`config.mk`:
```
export PLATFORM = sky130hd
export DESIGN_NAME = sample_entry
export DESIGN_NICKNAME = d
export VERILOG_FILES = /design/src/rtl/sample_entry.sv
export SDC_FILE = /design/constraint.sdc
export NUM_CORES = 1
export LEC_CHECK = 0
export CAP_MARGIN = 15
export CORE_ASPECT_RATIO = 1.1
export CORE_MARGIN = 2
export CORE_UTILIZATION = 40
export CTS_CLUSTER_SIZE = 24
export DETAILED_ROUTE_END_ITERATION = 8
export SLEW_MARGIN = 20
export SYNTH_ARGS = -nofsm -noshare
export SYNTH_HDL_FRONTEND = slang
export SYNTH_SLANG_ARGS = --single-unit
```
`constraint.sdc`:
```
create_clock -name Clk -period 6.2 [get_ports Clk]
set_clock_uncertainty 0.05 [all_clocks]
set_input_delay 0.93 -clock Clk [delete_from_list [all_inputs] [get_ports Clk]]
set_output_delay 0.93 -clock Clk [all_outputs]
set_load 0.005 [all_outputs]
```
`src/rtl/sample_entry.sv`:
```
// Sample entry front end: keys 16-bit samples from switch bytes,
// buffers N_SAMPLES of them and hands the full buffer to the FFT core.
module sample_entry #(
    parameter int N_SAMPLES = 16,
    parameter int ADDR_W    = 4
) (
    input  logic              Clk,
    input  logic              Reset,
    input  logic [7:0]        Sw,
    input  logic              Enter,
    input  logic              Back,
    input  logic              Clear,
    input  logic              Take,
    input  logic              Release,
    input  logic [ADDR_W-1:0] RdAddr,
    output logic [15:0]       RdData,
    output logic              Ready,
    output logic [ADDR_W:0]   Count,
    output logic [15:0]       Disp,
    output logic              ActivateSSD
);

    typedef enum logic [1:0] {
        LO     = 2'd0,
        HI     = 2'd1,
        FULL   = 2'd2,
        LOCKED = 2'd3
    } state_t;

    localparam logic [ADDR_W:0]   CNT_ONE  = (ADDR_W+1)'(1);
    localparam logic [ADDR_W:0]   CNT_LAST = (ADDR_W+1)'(N_SAMPLES - 1);
    localparam logic [ADDR_W-1:0] PTR_ONE  = ADDR_W'(1);

    state_t            state;
    logic [ADDR_W-1:0] wr_ptr;
    logic [7:0]        lo_byte;
    logic [15:0]       last;
    logic [15:0]       mem [N_SAMPLES];
    logic              wr_en;
    logic [15:0]       wr_data;

    // A sample is committed by the high-byte press unless Clear pre-empts it.
    always_comb begin
        wr_en   = (state == HI) && Enter && !Clear && !Reset;
        wr_data = {Sw, lo_byte};
    end

    // Sample storage; contents survive reset.
    always_ff @(posedge Clk) begin
        if (wr_en)
            mem[wr_ptr] <= wr_data;
    end

    // Registered read port, old data on a same-cycle write.
    always_ff @(posedge Clk) begin
        if (Reset)
            RdData <= 16'h0000;
        else
            RdData <= mem[RdAddr];
    end

    // Entry FSM with registered Ready, Count, display word and enable.
    always_ff @(posedge Clk) begin
        if (Reset) begin
            state       <= LO;
            wr_ptr      <= '0;
            Count       <= '0;
            lo_byte     <= 8'h00;
            last        <= 16'h0000;
            Ready       <= 1'b0;
            Disp        <= 16'h0000;
            ActivateSSD <= 1'b0;
        end else begin
            case (state)
                LO:      Disp <= {8'h00, Sw};
                HI:      Disp <= {Sw, lo_byte};
                default: Disp <= last;
            endcase

            case (state)
                LO: begin
                    if (Clear) begin
                        Count       <= '0;
                        wr_ptr      <= '0;
                        ActivateSSD <= 1'b0;
                    end else if (Enter) begin
                        lo_byte     <= Sw;
                        state       <= HI;
                        ActivateSSD <= 1'b1;
                    end else if (Back && Count != '0) begin
                        Count  <= Count - CNT_ONE;
                        wr_ptr <= wr_ptr - PTR_ONE;
                    end
                end
                HI: begin
                    if (Clear) begin
                        Count       <= '0;
                        wr_ptr      <= '0;
                        state       <= LO;
                        ActivateSSD <= 1'b0;
                    end else if (Enter) begin
                        Count  <= Count + CNT_ONE;
                        wr_ptr <= wr_ptr + PTR_ONE;
                        last   <= wr_data;
                        if (Count == CNT_LAST) begin
                            state <= FULL;
                            Ready <= 1'b1;
                        end else begin
                            state <= LO;
                        end
                    end else if (Back) begin
                        lo_byte <= 8'h00;
                        state   <= LO;
                    end
                end
                FULL: begin
                    if (Clear) begin
                        Count       <= '0;
                        wr_ptr      <= '0;
                        state       <= LO;
                        Ready       <= 1'b0;
                        ActivateSSD <= 1'b0;
                    end else if (Take) begin
                        state <= LOCKED;
                        Ready <= 1'b0;
                    end else if (Enter) begin
                        state <= FULL;
                    end else if (Back) begin
                        Count  <= Count - CNT_ONE;
                        wr_ptr <= wr_ptr - PTR_ONE;
                        state  <= LO;
                        Ready  <= 1'b0;
                    end
                end
                LOCKED: begin
                    if (Release) begin
                        Count       <= '0;
                        wr_ptr      <= '0;
                        state       <= LO;
                        ActivateSSD <= 1'b0;
                    end
                end
                default: state <= LO;
            endcase
        end
    end

endmodule
```
* Word-level counts from Yosys, hierarchy flattened *
Memory sizes are Yosys's and may differ from the RTL's. A register that Yosys moved wholly into a read port is not among the register bits.
Cells that the tools add are included.

word-level totals
  word-level logic and storage cells = 108
  flip-flop bits (word level) = 53
  output and inout bits = 39
  bits in writable memories = 256
  input bits = 19
  memories kept = 1

operators by class
  equality and inequality tests = 22
  multiplexer cells = 55
  reductions and logical operators = 17
  bitwise gates (word level) = 1
  add/sub/neg operators = 4

memory list
  memory  depth  width  rd ports  clocked after Yosys merged registers in  wr ports  line  RTL
  mem     16     16     1         1                                        1         38    logic [15:0] mem [N_SAMPLES];

operator list
  kind                   number
  $mux W5                10
  $mux W4                10
  $mux W8                5
  $pmux W16 S2           1
  $ne A3 B3 Y1 const B   7
  $mux W2                10
  $pmux W5 S4            1
  $pmux W4 S4            1
  $pmux W8 S2            1
  $ne A2 B2 Y1 const B   7
  $mux W1                13
  $reduce_and A6 Y1      2
  $reduce_and A3 Y1      3
  $ne A4 B4 Y1 const B   2
  $pmux W2 S4            1
  $reduce_and A7 Y1      1
  $add A5 B1 Y5 const B  1
  $eq A5 B4 Y1 const B   1
  $reduce_bool A5 Y1     1
  $sub A5 B1 Y5 const B  1
  $add A4 B1 Y4 const B  1
  $eq A2 B2 Y1 const B   2
  $logic_and A1 B1 Y1    4
  $ne A2 B1 Y1 const B   2
  9 further kinds        11

* Logic depth before layout (Yosys ltp) *
  depth in word-level cells = 6
  depth in mapped cells = 9
  mapped depth without buffers = 8

* Worst setup path before layout *
No wires, ideal clock.

  path type = input to register
  from = input Clear
  to = memory mem[11][0] (enable)
  library setup time = 0.388 ns
  path slack = 3.338 ns
  data required time = 5.762 ns
  path buffers = 0
  cell stages on the path = 4
  arrival time = 2.423 ns
  path through = nand2b_1 -> nor2_1 -> nand3_1 -> nor2_1

on the way
  word-level cells in the longest chain between the ends = 5

RTL lines
  what                               line  RTL
  from (decl)                        12    input logic Clear,
  $logic_not A1 Y1                   44    wr_en = (state == HI) && Enter && !Clear && !Reset;
  $logic_and A1 B1 Y1 (2 in series)  44
  $mux W1                            50    if (wr_en)
  $mux W1 (implied by the code)      51    mem[wr_ptr] <= wr_data;
  to (decl)                          38

No other way between the ends.

* Worst setup path after layout *
  from = register state[1]
  to = memory mem[5][13] (enable)

on the way
  word-level cells in the longest chain between the ends = 6

RTL lines
  what                               line  RTL
  from (decl)                        34    state_t state;
  from (signal assigned)             65    state <= LO;
  from (signal assigned)             88    state <= HI;
  from (signal assigned)             99    state <= LO;
  $eq A2 B1 Y1                       44
  $logic_and A1 B1 Y1 (3 in series)  44
  $mux W1                            50
  $mux W1 (implied by the code)      51

No other way between the ends.

==> impl_metrics.toml <==
[yosys]
syn_inst = 722
ys.flop_type = "edfxtp_1"
synth_async_sr_flop_share_pct = 0
yosysWarnings = 0
synth-edff-count = 256
syn_avg_cell_area_um2 = 17.5
synth.distinct_cells = 44
synth-seq-cells = 325
synth_nets = 755
netlist_area_um2 = 12600
ys_seq_area_share_pct = 71.7

[placed_design]
pre_cts_ws_ns = 1.69
io_buffers = 57
routabilityCongestion = 0.797
place_area_um2 = 13600
dp_hpwl_um = 17600

[min_path]
worstHoldPathType = "reg2reg"

[worst_setup_path]
critPathBufInv = 1
cp.required_ns = 6.27
worst_path_largest_cell_delay_ns = 0.83
critPathCapture = "mem[5][13]$_DFFE_PP_"
r2r_start = "state[1]$_SDFFE_PP0P_"
cp_cell_sequence = "inv_1 -> ha_1 -> nor2b_1 -> nand2_1 -> nor2_1 -> nand2_1 -> nor2_2"
regToRegEndpoint = "mem[5][13]$_DFFE_PP_"
rr_worst_depth = 7
reg2reg_slack_ns = 1.95
startpoint = "state[1]$_SDFFE_PP0P_"
start_kind = "flop"
path_max_fanout = 29
critical_path_depth = 7
crit_family = "simple AND/OR/NAND/NOR gates"
slowest_stage = "ha_1"
critPathArrivalTime_ns = 4.31
worstSetupPathType = "reg2reg"
endpoint_kind = "flop"
crit_top_cell = "nand2_1"

[sta]
fmax_mhz = 236
tns_ns = 0
rsz0062_at_grt = "false"
max_slew_margin_pct = 28.1
drv_slew = 0
final.setup.worst_slack_ns = 1.95
finalCriticalPeriod_ns = 4.25
worst_pin_slew_ns = 1.07
fin_crit_sh_pct = 68.5
hold_viol = 0
setup_violations = 0

[grt]
grt_pass1_wl_um = 42700
overflow = 0
grt_pass1_vias = 6775
grt_use_total_pct = 17.5
antenna_found_initial = 3
grt_max_degree = 76

[run_status]
outcome = "finished, final reports clean"

[clock_network]
clkLatencyLatePin_ns = 0.50
cts_tree = "yes"
cts_buffers = 35
post_cts_buffers = 0
post_cts_resized = 0
root_buffer = "clkbuf_16"
htree_levels = 2
clockBufferDepth = 3
ctsHoldBuffers = 0
clkSlewWorstSetupHoldPaths_ns = 0.06
cts.sinks = 325

[routing]
via_per_inst = 5.36
drc = 0
via_count = 6622
dr.pass1.iters = 5
ant_nets = 0
wl_per_cell_um = 23.1
finalWirelength_um = 28600
drt_iter0_drc = 433

[finish]
fillers = 2634
design_area_um2 = 14800
syn_to_final_growth_pct = 16.9
final_cell_mix = "edfxtp_1 (256), mux4_2 (80), dfxtp_1 (69)"
drive_gt1_share_pct = 19.1
layout.cells.most_common = "edfxtp_1"
nNetsFinal = 820

[power_and_ir_drop]
ir_drop_mv = 0.197
p_per_area_nw_per_um2 = 330
power_mw = 4.87
leakage_nw = 4.75

[floorplanning]
die_h_um = 190
pin_count = 58
rows = 68
initial_utilization_pct = 40.5
die_w_um = 174
die_area_um2 = 33000
core_area_um2 = 31200

[flow_run]
drv_cap = 0
worst reg2reg max path, cell delays in order (launching register included):
cell and delay, ns:
dfxtp_1 0.33, inv_1 0.12, ha_1 0.83, nor2b_1 0.55, nand2_1 0.53, nor2_1 0.44, nand2_1 0.22, nor2_2 0.78
worst min path at each step:
stage / from / endpoint / cells after the start
final: last[12]$_SDFFE_PP0N_ / last[12]$_SDFFE_PP0N_ / 2
after global routing: last[14]$_SDFFE_PP0N_ / last[14]$_SDFFE_PP0N_ / 2
after CTS: last[12]$_SDFFE_PP0N_ / last[12]$_SDFFE_PP0N_ / 2
after detailed placement: last[15]$_SDFFE_PP0N_ / last[15]$_SDFFE_PP0N_ / 2
after global placement: last[15]$_SDFFE_PP0N_ / last[15]$_SDFFE_PP0N_ / 2
after floorplan: last[10]$_SDFFE_PP0N_ / last[10]$_SDFFE_PP0N_ / 2
cell type report:
class	instances	area [um^2]	area share (%)
inverters	15	56.3	0.381
clock buffers	43	948	6.42
repair buffers	63	603	4.08
flip-flops and latches	325	9070	61.4
multi-input cells	347	3380	22.9
clock inverters	20	193	1.30
diodes	2	5.00	0.0339
well taps	420	526	3.56
per-stage QoR:
stage / utilization [%] / instances / hold WS (ns)
after floorplan: - / 722 / 0.382
after detailed placement: 43.7 / 1170 / 0.399
after global routing: 47.3 / 1233 / 0.423
after global placement: 43.7 / 1170 / 0.388
after CTS: 47.3 / 1233 / 0.408
final: 47.3 / 1235 / 0.406
Yosys cell counts, types with 3 or more instances:
master,instances,area share (%)
buf_1,9,0.27
nor2b_1,18,0.89
o21ai_0,8,0.32
inv_1,15,0.45
nor3_1,4,0.16
ha_1,14,1.4
buf_2,3,0.12
nand2_1,51,1.5
o211ai_1,3,0.18
dfxtp_1,69,11
a21oi_1,42,1.7
nand2b_1,10,0.49
a221oi_1,4,0.28
nor2_1,43,1.3
mux4_2,80,14
nand3_1,3,0.12
or3_1,3,0.15
and3_1,10,0.49
clkbuf_1,15,0.45
edfxtp_1,256,61
buf_6,5,0.45
o22ai_1,3,0.15
a22oi_1,16,0.95
a211oi_1,9,0.53
where the power goes:
part / internal [mW] / switching, mW
Combinational: 0.165 / 0.200
Clock: 1.25 / 0.820
Sequential: 2.39 / 0.0493
Total: 3.80 / 1.07
layer usage:
metal | vias to the layer above | part of all wire [%] | routed length (um) | global-route usage [%]
met5 | - | 0.046 | 13 | 0
li1 | 2982 | - | - | -
met3 | 50 | 5.7 | 1640 | 3.25
met2 | 224 | 49 | 14000 | 29.0
met4 | 2 | 2.6 | 742 | 6.16
met1 | 3364 | 42 | 12100 | 23.3
flip-flops by register name (all words and copies together) (netlist names):
| name | cells |
|---|---|
| Ready | 1 |
| Count | 5 |
| RdData | 16 |
| mem | 256 |
| last | 16 |
| ActivateSSD | 1 |
| state | 2 |
| Disp | 16 |
| lo_byte | 8 |
| wr_ptr | 4 |
logic make-up after synthesis:
| family | share of synthesized area [%] |
|---|---|
| AOI/OAI and AO/OA | 5.14 |
| xor gates and xnor gates | 0.0693 |
| adders and majority gates | 1.39 |
| buffers and inverters | 1.88 |
| DFF | 71.7 |
| muxes | 14.3 |
| and+or+nand+nor | 5.55 |
Note: power is estimated with default switching activity, not from simulation.
